--- config.mk ---
export PLATFORM = sky130hd
export DESIGN_NAME = frame_swap_controller_flat
export DESIGN_NICKNAME = d
export VERILOG_FILES = /design/src/rtl/frame_swap_controller_if.sv /design/src/rtl/frame_swap_controller.sv /design/src/flat_wrapper.sv
export SDC_FILE = /design/constraint.sdc
export NUM_CORES = 2
export LEC_CHECK = 0
export CAP_MARGIN = 20
export CORE_MARGIN = 3
export CORE_UTILIZATION = 60
export CTS_CLUSTER_SIZE = 24
export DETAILED_ROUTE_END_ITERATION = 10
export DONT_BUFFER_PORTS = 1
export PLACE_DENSITY = 0.72
export SLEW_MARGIN = 20
export SYNTH_ARGS = -nofsm -noshare
export SYNTH_HDL_FRONTEND = slang
export SYNTH_SLANG_ARGS = --single-unit
--- constraint.sdc ---
create_clock -name clk -period 44 [get_ports clk]
set_clock_uncertainty 0.05 [all_clocks]
set_input_delay 6.6 -clock clk [delete_from_list [all_inputs] [get_ports clk]]
set_output_delay 6.6 -clock clk [all_outputs]
set_load 0.05 [all_outputs]
--- src/rtl/frame_swap_controller_if.sv ---
// Engine <-> frame store bus for frame_swap_controller: column writes, commit
// handshake, swap status and the front-buffer planes fed to the blit panel.
interface frame_swap_controller_if #(
  parameter int FRAME_WIDTH  = 10,
  parameter int FRAME_HEIGHT = 20,
  parameter int COL_BITS     = 4,
  parameter int COUNT_WIDTH  = 16
);
  logic                                     wr_en;
  logic [COL_BITS-1:0]                      wr_col;
  logic [FRAME_HEIGHT-1:0]                  wr_data_R;
  logic [FRAME_HEIGHT-1:0]                  wr_data_G;
  logic [FRAME_HEIGHT-1:0]                  wr_data_B;
  logic                                     wr_ready;
  logic                                     commit_valid;
  logic                                     commit_ready;
  logic                                     swap_pending;
  logic                                     swap_done;
  logic [COUNT_WIDTH-1:0]                   frame_count;
  logic [FRAME_WIDTH-1:0][FRAME_HEIGHT-1:0] frame_R;
  logic [FRAME_WIDTH-1:0][FRAME_HEIGHT-1:0] frame_G;
  logic [FRAME_WIDTH-1:0][FRAME_HEIGHT-1:0] frame_B;

  modport master (
    output wr_en, wr_col, wr_data_R, wr_data_G, wr_data_B, commit_valid,
    input  wr_ready, commit_ready, swap_pending, swap_done, frame_count,
           frame_R, frame_G, frame_B
  );

  modport slave (
    input  wr_en, wr_col, wr_data_R, wr_data_G, wr_data_B, commit_valid,
    output wr_ready, commit_ready, swap_pending, swap_done, frame_count,
           frame_R, frame_G, frame_B
  );
endinterface

--- src/rtl/frame_swap_controller.sv ---
// Double-buffered frame store: back buffer is copied to front on the first vblank
// rising edge after a commit. Define FRAME_SWAP_CLEAR_EN to blank the back buffer on swap.
//
// state   | meaning
// IDLE    | writes and commits accepted
// PENDING | commit held, waiting for a fresh vblank rise
// SWAP    | front just loaded; swap_done pulse, frame_count bump
module frame_swap_controller #(
  parameter int FRAME_WIDTH  = 10,
  parameter int FRAME_HEIGHT = 20,
  parameter int COL_BITS     = 4,
  parameter int COUNT_WIDTH  = 16
) (
  input  logic                      clk,
  input  logic                      reset,
  input  logic                      vblank,
  frame_swap_controller_if.slave    bus
);

  typedef logic [FRAME_WIDTH-1:0][FRAME_HEIGHT-1:0] plane_t;

  typedef enum logic [1:0] {
    IDLE    = 2'd0,
    PENDING = 2'd1,
    SWAP    = 2'd2
  } state_e;

  state_e                 state_q, state_d;
  logic                   vblank_q;
  plane_t                 back_r_q, back_r_d, back_g_q, back_g_d, back_b_q, back_b_d;
  plane_t                 front_r_q, front_r_d, front_g_q, front_g_d, front_b_q, front_b_d;
  logic [COUNT_WIDTH-1:0] frame_count_q, frame_count_d;

  logic vblank_rise;
  logic enter_swap;
  logic wr_ready;
  logic commit_ready;
  logic swap_pending;
  logic swap_done;

  assign vblank_rise = vblank & ~vblank_q;

  always_comb begin
    state_d      = state_q;
    wr_ready     = 1'b0;
    commit_ready = 1'b0;
    swap_pending = 1'b0;
    swap_done    = 1'b0;
    enter_swap   = 1'b0;
    case (state_q)
      IDLE: begin
        wr_ready     = 1'b1;
        commit_ready = 1'b1;
        if (bus.commit_valid) state_d = PENDING;
      end
      PENDING: begin
        swap_pending = 1'b1;
        // Only PENDING looks at the edge, so a rise in the accepting cycle is skipped.
        if (vblank_rise) begin
          state_d    = SWAP;
          enter_swap = 1'b1;
        end
      end
      SWAP: begin
        swap_done = 1'b1;
        state_d   = IDLE;
      end
      default: state_d = IDLE;
    endcase
  end

  always_comb begin
    back_r_d      = back_r_q;
    back_g_d      = back_g_q;
    back_b_d      = back_b_q;
    front_r_d     = front_r_q;
    front_g_d     = front_g_q;
    front_b_d     = front_b_q;
    frame_count_d = frame_count_q;

    if (bus.wr_en && wr_ready) begin
      for (int c = 0; c < FRAME_WIDTH; c++) begin
        if (bus.wr_col == COL_BITS'(c)) begin
          back_r_d[c] = bus.wr_data_R;
          back_g_d[c] = bus.wr_data_G;
          back_b_d[c] = bus.wr_data_B;
        end
      end
    end

    if (enter_swap) begin
      front_r_d = back_r_q;
      front_g_d = back_g_q;
      front_b_d = back_b_q;
`ifdef FRAME_SWAP_CLEAR_EN
      back_r_d  = '0;
      back_g_d  = '0;
      back_b_d  = '0;
`else
      back_r_d  = back_r_q;
      back_g_d  = back_g_q;
      back_b_d  = back_b_q;
`endif
    end

    if (state_q == SWAP) frame_count_d = frame_count_q + 1'b1;
  end

  // vblank_q resets high so a reset released inside vblank cannot look like a rise.
  always_ff @(posedge clk or posedge reset) begin
    if (reset) begin
      state_q       <= IDLE;
      vblank_q      <= 1'b1;
      back_r_q      <= '0;
      back_g_q      <= '0;
      back_b_q      <= '0;
      front_r_q     <= '0;
      front_g_q     <= '0;
      front_b_q     <= '0;
      frame_count_q <= '0;
    end else begin
      state_q       <= state_d;
      vblank_q      <= vblank;
      back_r_q      <= back_r_d;
      back_g_q      <= back_g_d;
      back_b_q      <= back_b_d;
      front_r_q     <= front_r_d;
      front_g_q     <= front_g_d;
      front_b_q     <= front_b_d;
      frame_count_q <= frame_count_d;
    end
  end

  assign bus.wr_ready     = wr_ready;
  assign bus.commit_ready = commit_ready;
  assign bus.swap_pending = swap_pending;
  assign bus.swap_done    = swap_done;
  assign bus.frame_count  = frame_count_q;
  assign bus.frame_R      = front_r_q;
  assign bus.frame_G      = front_g_q;
  assign bus.frame_B      = front_b_q;

endmodule

--- src/flat_wrapper.sv ---
// flat-port wrapper written by rule: the top's interface ports become plain ports
module frame_swap_controller_flat 
#(
  parameter int FRAME_WIDTH  = 10,
  parameter int FRAME_HEIGHT = 20,
  parameter int COL_BITS     = 4,
  parameter int COUNT_WIDTH  = 16
)
  (clk, reset, vblank, bus_wr_en, bus_wr_col, bus_wr_data_R, bus_wr_data_G, bus_wr_data_B, bus_commit_valid, bus_wr_ready, bus_commit_ready, bus_swap_pending, bus_swap_done, bus_frame_count, bus_frame_R, bus_frame_G, bus_frame_B);
  frame_swap_controller_if #(.FRAME_WIDTH(FRAME_WIDTH), .FRAME_HEIGHT(FRAME_HEIGHT), .COL_BITS(COL_BITS), .COUNT_WIDTH(COUNT_WIDTH)) bus_i ();
  input  logic clk;
  input  logic reset;
  input  logic vblank;
  input wire logic [$bits(bus_i.wr_en)-1:0] bus_wr_en;
  input wire logic [$bits(bus_i.wr_col)-1:0] bus_wr_col;
  input wire logic [$bits(bus_i.wr_data_R)-1:0] bus_wr_data_R;
  input wire logic [$bits(bus_i.wr_data_G)-1:0] bus_wr_data_G;
  input wire logic [$bits(bus_i.wr_data_B)-1:0] bus_wr_data_B;
  input wire logic [$bits(bus_i.commit_valid)-1:0] bus_commit_valid;
  output wire logic [$bits(bus_i.wr_ready)-1:0] bus_wr_ready;
  output wire logic [$bits(bus_i.commit_ready)-1:0] bus_commit_ready;
  output wire logic [$bits(bus_i.swap_pending)-1:0] bus_swap_pending;
  output wire logic [$bits(bus_i.swap_done)-1:0] bus_swap_done;
  output wire logic [$bits(bus_i.frame_count)-1:0] bus_frame_count;
  output wire logic [$bits(bus_i.frame_R)-1:0] bus_frame_R;
  output wire logic [$bits(bus_i.frame_G)-1:0] bus_frame_G;
  output wire logic [$bits(bus_i.frame_B)-1:0] bus_frame_B;
  assign bus_i.wr_en = bus_wr_en;
  assign bus_i.wr_col = bus_wr_col;
  assign bus_i.wr_data_R = bus_wr_data_R;
  assign bus_i.wr_data_G = bus_wr_data_G;
  assign bus_i.wr_data_B = bus_wr_data_B;
  assign bus_i.commit_valid = bus_commit_valid;
  assign bus_wr_ready = bus_i.wr_ready;
  assign bus_commit_ready = bus_i.commit_ready;
  assign bus_swap_pending = bus_i.swap_pending;
  assign bus_swap_done = bus_i.swap_done;
  assign bus_frame_count = bus_i.frame_count;
  assign bus_frame_R = bus_i.frame_R;
  assign bus_frame_G = bus_i.frame_G;
  assign bus_frame_B = bus_i.frame_B;
  frame_swap_controller #(.FRAME_WIDTH(FRAME_WIDTH), .FRAME_HEIGHT(FRAME_HEIGHT), .COL_BITS(COL_BITS), .COUNT_WIDTH(COUNT_WIDTH)) u_core (.clk(clk), .reset(reset), .vblank(vblank), .bus(bus_i));
endmodule
## After elaboration in Yosys (flattened, before gate mapping)

Index checks and enable logic that the tools add are counted.

- Register bits: 1219
- Input bits: 69
- Output and inout port bits: 620
- Word-level logic and storage cells: 102

- Add/sub/neg operators: 1
- Equal/unequal tests: 13
- Muxes and demuxes: 8
- Bitwise operators: 3
- Reductions and logical operators: 14

Operator list:

| cell | number |
|---|---|
| $reduce_and 3->1 | 10 |
| $add 16x1->16 const B | 1 |
| $eq 4x3->1 const B | 4 |
| $eq 4x2->1 const B | 2 |
| $eq 4x4->1 const B | 2 |
| $mux 1 | 5 |
| $eq 4x1->1 const B | 1 |
| $logic_not 4->1 | 1 |
| $mux 2 | 2 |
| $pmux 2 s2 | 1 |
| $eq 2x1->1 const B | 1 |
| $eq 2x2->1 const B | 1 |
| $logic_not 2->1 | 1 |
| $ne 2x1->1 const B | 1 |
| $ne 2x2->1 const B | 1 |
| $not 1->1 | 2 |
| $reduce_and 2->1 | 1 |
| $and 1x1->1 | 1 |
| $logic_and 1x1->1 | 1 |

## Depth between registers and ports, before layout

- Depth after elaboration: 6
- Mapped depth: 7

## Least setup slack after synthesis

Ideal clock, no wire load.

- Path type: register to output
- Start point: register u_core.state_q[0]
- End point: output port bus_wr_ready
- Arrival time: 1.525 ns
- Required time: 37.350 ns
- Path slack: 35.825 ns
- Cell stages (with the launch flop): 3
- Cells stage by stage: dfrtp_1 > nor2_1 > buf_4

- Longest elaborated chain between the ends: 2

Ends and longest elaborated chain:

| item | line | text |
|---|---|---|
| from (decl) | frame_swap_controller.sv:28 | `state_e state_q, state_d;` |
| from (signal assigned) | frame_swap_controller.sv:122 | `state_q <= state_d;` |
| $logic_not 2->1 | n/a |  |
| $mux 1 | n/a |  |
| to (decl) | flat_wrapper.sv:20 | `output wire logic [$bits(bus_i.wr_ready)-1:0] bus_wr_ready;` |

No other way between the ends.

## Worst setup path in the final report

- Start point: input port vblank
- End point: register u_core.front_g_q (netlist bit u_core.bus.frame_G[105])

- Longest elaborated chain between the ends: 3

Ends and longest elaborated chain:

| item | line | text |
|---|---|---|
| from (decl) | flat_wrapper.sv:13 | `input logic vblank;` |
| $and 1x1->1 | frame_swap_controller.sv:41 | `assign vblank_rise = vblank & ~vblank_q;` |
| $mux 1 | frame_swap_controller.sv:59 | `if (vblank_rise) begin` |
| $mux 1 | frame_swap_controller.sv:50 | `case (state_q)` |
| to (signal assigned) | frame_swap_controller.sv:128 | `front_g_q <= front_g_d;` |
| to (decl) | frame_swap_controller.sv:31 | `plane_t front_r_q, front_r_d, front_g_q, front_g_d, front_b_q, front_b_d;` |

No other way between the ends.
A chain may end at the register's enable or synchronous reset.

==> results.json <==
{
  "syn-cell-area_um2": 45600,
  "cp.required_ns": 44.51,
  "slowest_delay_ns": 0.94,
  "drv_slew": 0,
  "clock-sinks": 1219,
  "syn_avg_cell_area_um2": 17.0,
  "cp_top_family": "buffers and inverters",
  "numPlacedInstances": 3483,
  "max-vdd-ir-drop_mv": 0.0506,
  "stdcell_area_um2": 50300,
  "core-area_um2": 74800,
  "dpl_cell_area_um2": 46100,
  "async_reset_ff_share_pct": 100,
  "gp_congestion": 0.801,
  "setup_violations": 0,
  "drive_above_1_share_pct": 51.8,
  "hold_slack_ns": 0.432,
  "drtAntennaViolNets": 0,
  "cts_tree": "done",
  "rows": 100,
  "cp-end-kind": "flip-flop",
  "crit_chain": "nor4bb_4, buf_4, buf_4, buf_4, buf_4, mux2_2",
  "grt_pass1_wl_mm": 160,
  "ys_types": 32,
  "setup_tns_ns": 0,
  "synth-seq-area-share_pct": 66.9,
  "die_area_um2": 79300,
  "h-tree-depth": 3,
  "worst_pin_slew_ns": 1.05,
  "path_class": "input port to flip-flop",
  "max_freq_ghz": 0.0974,
  "clk_pin_slew_ns": 0.06,
  "ys_warn_count": 0,
  "cpMostUsedCell": "buf_4",
  "rsz0062_at_grt": "false",
  "postCtsSetupRepairBufs": 0,
  "io_buffers": 0,
  "io_pins": 689,
  "antenna_found_initial": 2,
  "crit_fanout": 81,
  "slew_headroom_pct": 30.0,
  "area_growth_pct": 10.3,
  "hold_class": "flip-flop to flip-flop",
  "viasPerCell": 6.02,
  "status": "completed",
  "synth_enable_flop_cells": 0,
  "cp_num_buf_inv": 4,
  "wl_per_cell_um": 29.1,
  "cp_slowest_cell": "buf_4",
  "post-dp-hpwl_mm": 71.4,
  "crit_arrival_ns": 10.78,
  "startpoint_type": "input port",
  "final_util_pct": 67.2,
  "final-hold-violation-count": 0,
  "cts_made_buffers": 118,
  "wirelength_mm": 108,
  "drc_errors": 0,
  "clk_latency_ns": 0.67,
  "fp.dieW_um": 282,
  "die_h_um": 282,
  "power_leakage_nw": 24.4,
  "instances_no_fill": 3706,
  "synth_ff_type": "dfrtp_1",
  "min_period_ns": 10.27,
  "firstDrtPassIters": 4,
  "finalNetCount": 2706,
  "initialDrtViolationCount": 1097,
  "grt_pass1_vias": 23900,
  "grt_use_total_pct": 27.2,
  "final.period_utilization_pct": 23.3,
  "clock-root-buffer": "clkbuf_16",
  "num_antenna_cells": 0,
  "cts_buffer_depth": 3,
  "grt_start_max_net_pins": 176,
  "synth_nets": 2746,
  "synth-seq-cells": 1219,
  "ctsResizeCount": 0,
  "synth_cells": 2676,
  "initial_core_util_pct": 60.9,
  "maxCapViolCount": 0,
  "num_vias": 22300,
  "cts_hold_buf": 0,
  "powerDensity_nw_per_um2": 77.9,
  "grt_overflow_total": 0
}
==> synthesized netlist by cell type, types with 5 or more instances <==
cell type | instances | area (µm²)
nor2b_1 | 5 | 31.3
xnor2_1 | 10 | 87.6
buf_1 | 60 | 225
buf_2 | 89 | 445
xor2_1 | 5 | 43.8
mux2_1 | 38 | 428
clkbuf_1 | 7 | 26.3
nand3_1 | 8 | 40.0
buf_6 | 28 | 315
buf_4 | 10 | 75.1
dfrtp_1 | 1218 | 30500
mux2_2 | 1163 | 13100
==> logic make-up after synthesis <==
group,count (synthesis),synth area share (%)
DFF,1219,66.9
buffers and inverters,196,2.40
xor gates and xnor gates,15,0.288
adders and majority gates,1,0.0274
AOI/OAI and AO/OA,1,0.0192
muxes,1201,29.7
and+or+nand+nor,43,0.664
==> layout by cell type (no fill, tap or decap), drive strengths merged, types with 2 or more instances in the layout <==
cell type     n
clkbuf      166
mux2       1201
buf          34
nand2         4
xor2          5
nand4b        2
nor3          3
nand4         3
and3          4
nor2          6
dfrtp      1218
xnor2        10
nor2b         5
nand3         8
clkinvlp     11
bufinv       14
clkinv       27
inv           5
==> sequential cells by signal (all words and copies together), names as in the netlist <==
signal,cells
u_core.back_b_q,200
u_core.back_g_q,200
u_core.back_r_q,200
u_core.bus.frame_B,200
u_core.bus.frame_G,200
u_core.bus.frame_R,200
u_core.bus.frame_count,16
u_core.state_q,2
u_core.vblank_q,1
==> per-layer routing <==
metal	vias to the layer above	part of all wire [%]	GRT usage, %
met5	-	0	0
met4	0	4.2	11.1
met3	190	9.2	10.1
met2	642	49	44.7
met1	12100	38	32.6
li1	9334	-	-
==> area by class of cell <==
type	count	area (µm²)
fillers	4943	24500
multi-input cells	1261	14100
repair buffers	34	337
inverters	2	15.0
well taps	969	1210
clock buffers	166	3440
clock inverters	55	694
flip-flops and latches	1219	30500
==> power breakdown <==
group	internal [mW]	switching [mW]
logic	0.256	0.130
clock network	0.628	0.427
registers	1.44	1.04
==> final timing paths <==
kind	startpoint	endpoint	slack [ns]	cells after the start
min in group asynchronous	reset	u_core.back_b_q[168]	5.89	1
worst max-delay path	vblank	u_core.bus.frame_G[105]	33.73	6
max in group asynchronous	reset	u_core.bus.frame_G[66]	34.03	5
worst min-delay path	u_core.back_g_q[0]	u_core.back_g_q[0]	0.43	1
worst min register to register	u_core.back_g_q[0]	u_core.back_g_q[0]	0.43	1
worst max register to register	u_core.state_q[1]	u_core.bus.frame_G[105]	39.08	6
==> per-stage QoR <==
step,setup slack [ns],power (mW)
global route,33.42,4.06
detailed placement,33.01,2.89
finish,33.73,3.91
floorplan,3.01,2.69
global placement,33.09,2.85
CTS,33.71,3.94
==> worst register-to-register path, stage by stage (launching register included) <==
cell and delay [ns]:
dfrtp_1 0.52, nor4bb_4 0.52, buf_4 0.85, buf_4 0.78, buf_4 0.96, buf_4 0.69, mux2_2 0.45
Note: power is estimated with default switching activity, not from simulation.
